`config.mk`:
```
export PLATFORM = sky130hd
export DESIGN_NAME = pacing_scheduler
export DESIGN_NICKNAME = d
export VERILOG_FILES = /design/src/rtl/pacing_scheduler.sv
export SDC_FILE = /design/constraint.sdc
export NUM_CORES = 1
export LEC_CHECK = 0
export CAP_MARGIN = 20
export CORE_MARGIN = 1
export CORE_UTILIZATION = 30
export DETAILED_ROUTE_END_ITERATION = 10
export PLACE_DENSITY_LB_ADDON = 0.3
export RECOVER_POWER = 25
export SYNTH_ARGS = -nofsm -noshare
export SYNTH_HDL_FRONTEND = slang
export SYNTH_SLANG_ARGS = --single-unit
```
`constraint.sdc`:
```
create_clock -name clk -period 7.4 [get_ports clk]
set_input_delay 1.48 -clock clk [delete_from_list [all_inputs] [get_ports clk]]
set_output_delay 1.48 -clock clk [all_outputs]
set_load 0.05 [all_outputs]
```
`src/rtl/pacing_scheduler.sv`:
```
`default_nettype none
// ============================================================================
//  Module   : pacing_scheduler
//  Brief    : Merges three sampled input streams and two periodic pacing
//             ticks into a FIFO of timestamped monitor events with
//             valid/ready hand-off, sticky overflow and pace-miss flags.
//  Options  : PACING_TIMESTAMP_EN - keep the 32-bit tick counter and per-entry
//             timestamp; when undefined ev_time is tied to zero.
//  Revision : 1.0 - initial release
// ============================================================================
module pacing_scheduler #(
  parameter int DEPTH    = 4,
  parameter int PERIOD_0 = 10000,
  parameter int PERIOD_1 = 20000
) (
  input  logic               clk,
  input  logic               rst,
  input  logic               en,
  input  logic signed [31:0] x1,
  input  logic signed [31:0] x2,
  input  logic signed [31:0] x3,
  input  logic               hasX1,
  input  logic               hasX2,
  input  logic               hasX3,
  output logic               ev_valid,
  input  logic               ev_ready,
  output logic signed [31:0] ev_x1,
  output logic signed [31:0] ev_x2,
  output logic signed [31:0] ev_x3,
  output logic [2:0]         ev_has,
  output logic [1:0]         ev_pace,
  output logic [31:0]        ev_time,
  output logic               ovf,
  output logic               pace_miss
);

  localparam int AW  = $clog2(DEPTH);
  localparam int CW  = AW + 1;
  localparam int PW0 = $clog2(PERIOD_0);
  localparam int PW1 = $clog2(PERIOD_1);

  localparam logic [PW0-1:0] c_last0 = PW0'(PERIOD_0 - 1);
  localparam logic [PW1-1:0] c_last1 = PW1'(PERIOD_1 - 1);
  localparam logic [CW-1:0]  c_depth = CW'(DEPTH);

  logic [PW0-1:0] r_pcnt0;
  logic [PW1-1:0] r_pcnt1;
  logic [1:0]     r_pend;
  logic [CW-1:0]  r_count;
  logic [AW-1:0]  r_wr_ptr;
  logic [AW-1:0]  r_rd_ptr;
  logic           r_ovf;
  logic           r_pace_miss;

  logic [31:0] r_mem_x1   [DEPTH];
  logic [31:0] r_mem_x2   [DEPTH];
  logic [31:0] r_mem_x3   [DEPTH];
  logic [2:0]  r_mem_has  [DEPTH];
  logic [1:0]  r_mem_pace [DEPTH];

  logic [1:0] w_tick;
  logic [2:0] w_has;
  logic       w_pop;
  logic       w_space;
  logic       w_push;

  assign w_tick[0] = en && (r_pcnt0 == c_last0);
  assign w_tick[1] = en && (r_pcnt1 == c_last1);
  assign w_has     = {hasX3, hasX2, hasX1};
  assign ev_valid  = (r_count != '0);
  assign w_pop     = ev_valid && ev_ready;
  assign w_space   = (r_count < c_depth) || w_pop;
  // Inputs and ticks of one cycle always land in a single merged entry.
  assign w_push    = en && ((|w_has) || (|r_pend) || (|w_tick)) && w_space;

  // Period counters: run 0..PERIOD_n-1 while enabled, the last count is the tick.
  always_ff @(posedge clk or negedge rst) begin
    if (!rst) begin
      r_pcnt0 <= '0;
      r_pcnt1 <= '0;
    end else if (en) begin
      r_pcnt0 <= w_tick[0] ? '0 : r_pcnt0 + PW0'(1);
      r_pcnt1 <= w_tick[1] ? '0 : r_pcnt1 + PW1'(1);
    end
  end

  // Pending pace bits: hold ticks until an entry carries them; flag a tick lost on top of a pending one.
  always_ff @(posedge clk or negedge rst) begin
    if (!rst) begin
      r_pend      <= '0;
      r_pace_miss <= 1'b0;
    end else begin
      if (w_push) begin
        r_pend <= '0;
      end else begin
        r_pend <= r_pend | w_tick;
        if (|(w_tick & r_pend)) begin
          r_pace_miss <= 1'b1;
        end
      end
    end
  end

  // Overflow: an input event with no room is dropped and remembered.
  always_ff @(posedge clk or negedge rst) begin
    if (!rst) begin
      r_ovf <= 1'b0;
    end else if (en && (|w_has) && !w_space) begin
      r_ovf <= 1'b1;
    end
  end

  // Queue bookkeeping: pointers wrap naturally because DEPTH is a power of two.
  always_ff @(posedge clk or negedge rst) begin
    if (!rst) begin
      r_count  <= '0;
      r_wr_ptr <= '0;
      r_rd_ptr <= '0;
    end else begin
      if (w_push) begin
        r_wr_ptr <= r_wr_ptr + AW'(1);
      end
      if (w_pop) begin
        r_rd_ptr <= r_rd_ptr + AW'(1);
      end
      case ({w_push, w_pop})
        2'b10:   r_count <= r_count + CW'(1);
        2'b01:   r_count <= r_count - CW'(1);
        default: r_count <= r_count;
      endcase
    end
  end

  // Queue storage: values without a strobe are stored as zero.
  always_ff @(posedge clk) begin
    if (w_push) begin
      r_mem_x1[r_wr_ptr]   <= hasX1 ? x1 : '0;
      r_mem_x2[r_wr_ptr]   <= hasX2 ? x2 : '0;
      r_mem_x3[r_wr_ptr]   <= hasX3 ? x3 : '0;
      r_mem_has[r_wr_ptr]  <= w_has;
      r_mem_pace[r_wr_ptr] <= r_pend | w_tick;
    end
  end

  // Head view is gated by ev_valid so an empty or resetting queue shows zeros.
  assign ev_x1     = ev_valid ? r_mem_x1[r_rd_ptr]   : '0;
  assign ev_x2     = ev_valid ? r_mem_x2[r_rd_ptr]   : '0;
  assign ev_x3     = ev_valid ? r_mem_x3[r_rd_ptr]   : '0;
  assign ev_has    = ev_valid ? r_mem_has[r_rd_ptr]  : '0;
  assign ev_pace   = ev_valid ? r_mem_pace[r_rd_ptr] : '0;
  assign ovf       = r_ovf;
  assign pace_miss = r_pace_miss;

`ifdef PACING_TIMESTAMP_EN
  logic [31:0] r_tstamp;
  logic [31:0] r_mem_time [DEPTH];

  // Free-running timestamp, frozen while disabled.
  always_ff @(posedge clk or negedge rst) begin
    if (!rst) begin
      r_tstamp <= '0;
    end else if (en) begin
      r_tstamp <= r_tstamp + 32'd1;
    end
  end

  // Timestamp storage alongside each queued entry.
  always_ff @(posedge clk) begin
    if (w_push) begin
      r_mem_time[r_wr_ptr] <= r_tstamp;
    end
  end

  assign ev_time = ev_valid ? r_mem_time[r_rd_ptr] : '0;
`else
  assign ev_time = '0;
`endif

endmodule
`default_nettype wire

```
==> flow_summary.yaml <==
die:
  dieArea_sq_um: 61000
  rows: 89
  die_w_um: 247
  start_util_pct: 30.4
  ios: 239
  die_h_um: 247
  core_sq_um: 59100
sta:
  period_share_pct: 70.8
  worstMarginPinSlew_ns: 2.17
  fin_crit_ns: 5.24
  setup_tns_ns: 0
  timing.slew.headroom_pct: -44.7
  finClkSkew_ns: 0.0156
  hold_viol: 0
  setup_viol_count_final: 0
  finalMaxSlewViolations: 155
  rsz0062_at_grt: "false"
  fmax_mhz: 191
global_routing:
  grt_max_degree: 104
  antenna_found_initial: 3
  grtUsageTotal_pct: 13.0
  grt_pass1_wl_um: 58800
  grt_overflow: 0
  grt_pass1_vias: 9504
power:
  peakVddDrop_mv: 0.239
  p_leak_uw: 0.00747
  power.density_nw_per_um2: 442
  finalPower_uw: 9880
setup_path:
  r2r_cells: 6
  r2r-start: "r_pcnt1[5]"
  r2r_slack_ns: 4.01
  critPathKind: "reg2out"
  required_ns: 5.92
  critPathLaunchType: "flip-flop"
  crit_arrival_ns: 3.76
  r2r_end: "r_mem_x2[2][29]"
  crit_fanout: 61
  crit_start: "r_rd_ptr[0]"
  end_kind: "output pin"
layout:
  nets: 1294
  final_area_sq_um: 22300
  antenna_cells: 0
  drive_above_1_share_pct: 15.0
  syn_to_final_growth_pct: 24.1
  fill_cells: 5443
  fin_util_pct: 37.8
synthesis:
  yosysSeqAreaShare_pct: 73.0
  synth_most_common_cell: "edfxtp_1"
  synth_compound_area_share_pct: 0.389
  ys_seq_elements: 444
  synth_top_family_by_area: "multiplexers"
  avgSynthCellArea_sq_um: 18.7
  synth_cell_type_count: 38
  yosys-top-cells-area: "edfxtp_1 67%, mux4_2 13%, and2_1 7.0%, dfrtp_1 5.6%, buf_4 1.4%"
  synth_xor_area_share_pct: 1.51
  syn_inst: 963
  synthMuxAreaShare_pct: 12.8
  synth_edf_count: 404
  synthSimpleGateAreaFrac_pct: 9.01
  yosys.area_share.adder_pct: 0.598
  syn_area_sq_um: 18000
  async_reset_ff_share_pct: 9.01
  ys_warn_count: 0
  netlist.area_leader.share_pct: 67.4
  synthFlopType: "edfxtp_1"
  synth_common_cells: "404 x edfxtp_1, 202 x and2_1, 101 x mux4_2"
  synth_top_cell_by_area: "edfxtp_1"
detailed_routing:
  firstDrtPassIters: 7
  route.detailed.drc: 32
  routed_wl_um: 39500
  vias: 8880
  drtIter0Drc: 492
  viasPerCell: 4.46
  drt.antenna.violating_nets: 0
  wl_per_cell_um: 19.8
min_path:
  hold_start: "ovf"
  hold_path_end: "ovf"
  min_path_type: "reg2reg"
  hold_depth: 1
clocking:
  post_cts_resized: 0
  cts_sinks: 444
  clkTransAtPathRegs_ns: 0.06
  hold_buffers: 0
  cts_tree: "done"
  cts_inserted_buffers: 48
  cts_root_buffer: "clkbuf_16"
  post_cts_buffers: 0
  clk_path_buf_depth: 3
  cts_max_level: 2
  clk_latency_ns: 0.57
place:
  place_congestion: 0.737
  io_buffer_count: 206
  placed_area_sq_um: 20900
  hpwl_um: 23700
run:
  drv_cap: 4
run_status:
  status: "complete, but fails checks"
  violations: "DRC, capacitance limit, slew limit"
[kinds of logic after synthesis]
logic type	Yosys count
buffers and inverters	92
adder cells (fa/ha/maj)	8
AND/OR/NAND/NOR	275
XOR/XNOR	31
multiplexers	103
flip-flops	444
other	1
AO/OA/AOI/OAI	9
[final cells by class]
class	count	area (sq um)	area share, %
multi-input cells	458	4510	20.2
repair buffers	217	2220	9.95
clock buffers	59	1270	5.70
clock inverters	24	168	0.751
well taps	773	967	4.33
flip-flops and latches	444	13100	58.8
inverters	14	52.6	0.235
[registers in the layout, indices dropped and copies added, names as in the netlist, 3 cells and up]
register,flops
r_mem_x2,128
r_count,3
r_mem_x1,128
r_mem_has,12
r_pcnt0,14
r_mem_pace,8
r_mem_x3,128
r_pcnt1,15
[power breakdown]
part	total [uW]	internal (uW)	switching (uW)	leakage [uW]
Clock	2230	1280	943	0.000707
Sequential	3410	3170	241	0.00426
Combinational	4240	1610	2630	0.00250
[how the worst max path moves through the flow]
stage                           end  slack (ns)  cells past startpoint
detailed placement  r_mem_x1[0][25]        2.28                      7
CTS                       ev_x2[31]        2.04                      4
global route              ev_has[0]        1.91                      4
finish                    ev_has[2]        2.16                      4
global placement    r_mem_x1[0][25]        2.20                      7
floorplan           r_mem_has[0][0]        2.39                      5
[metal layers]
layer	global-route usage (%)	vias up	routed length [um]
met5	0	-	0
met4	3.89	0	777
met3	2.55	54	2060
met2	20.7	215	18700
met1	17.9	4567	18000
li1	-	4044	-
[worst max-delay path: stages (launching register included)]
cell	delay, ns
dfrtp_4	1.06
buf_12	0.52
mux4_2	0.56
and2_1	0.24
clkdlybuf4s50_1	0.74
[stage by stage]
step / setup slack, ns / hold slack [ns] / instances
floorplan: 2.39 / 0.459 / 994
global placement: 2.20 / 0.481 / 1904
detailed placement: 2.28 / 0.477 / 1905
CTS: 2.04 / 0.500 / 1988
global route: 1.91 / 0.523 / 1989
finish: 2.16 / 0.494 / 1989
[layout by cell type, fill, tap and decap left out, drive strengths merged, types with 2 or more instances in the layout]
cell / count
edfxtp: 404
and2: 202
clkdlybuf4s50: 200
mux4: 101
clkbuf: 63
dfrtp: 40
conb: 32
nor2: 28
xnor2: 19
clkinv: 19
inv: 16
nand2: 15
xor2: 12
buf: 8
nand3: 7
nand4: 7
ha: 7
dlygate4sd3: 5
nor3: 3
nor4: 2
and3: 2
o22ai: 2
o21ai: 2
bufinv: 2
or3: 2
and4: 2
or4: 2
mux2: 2
(Power assumes the default switching activity.)
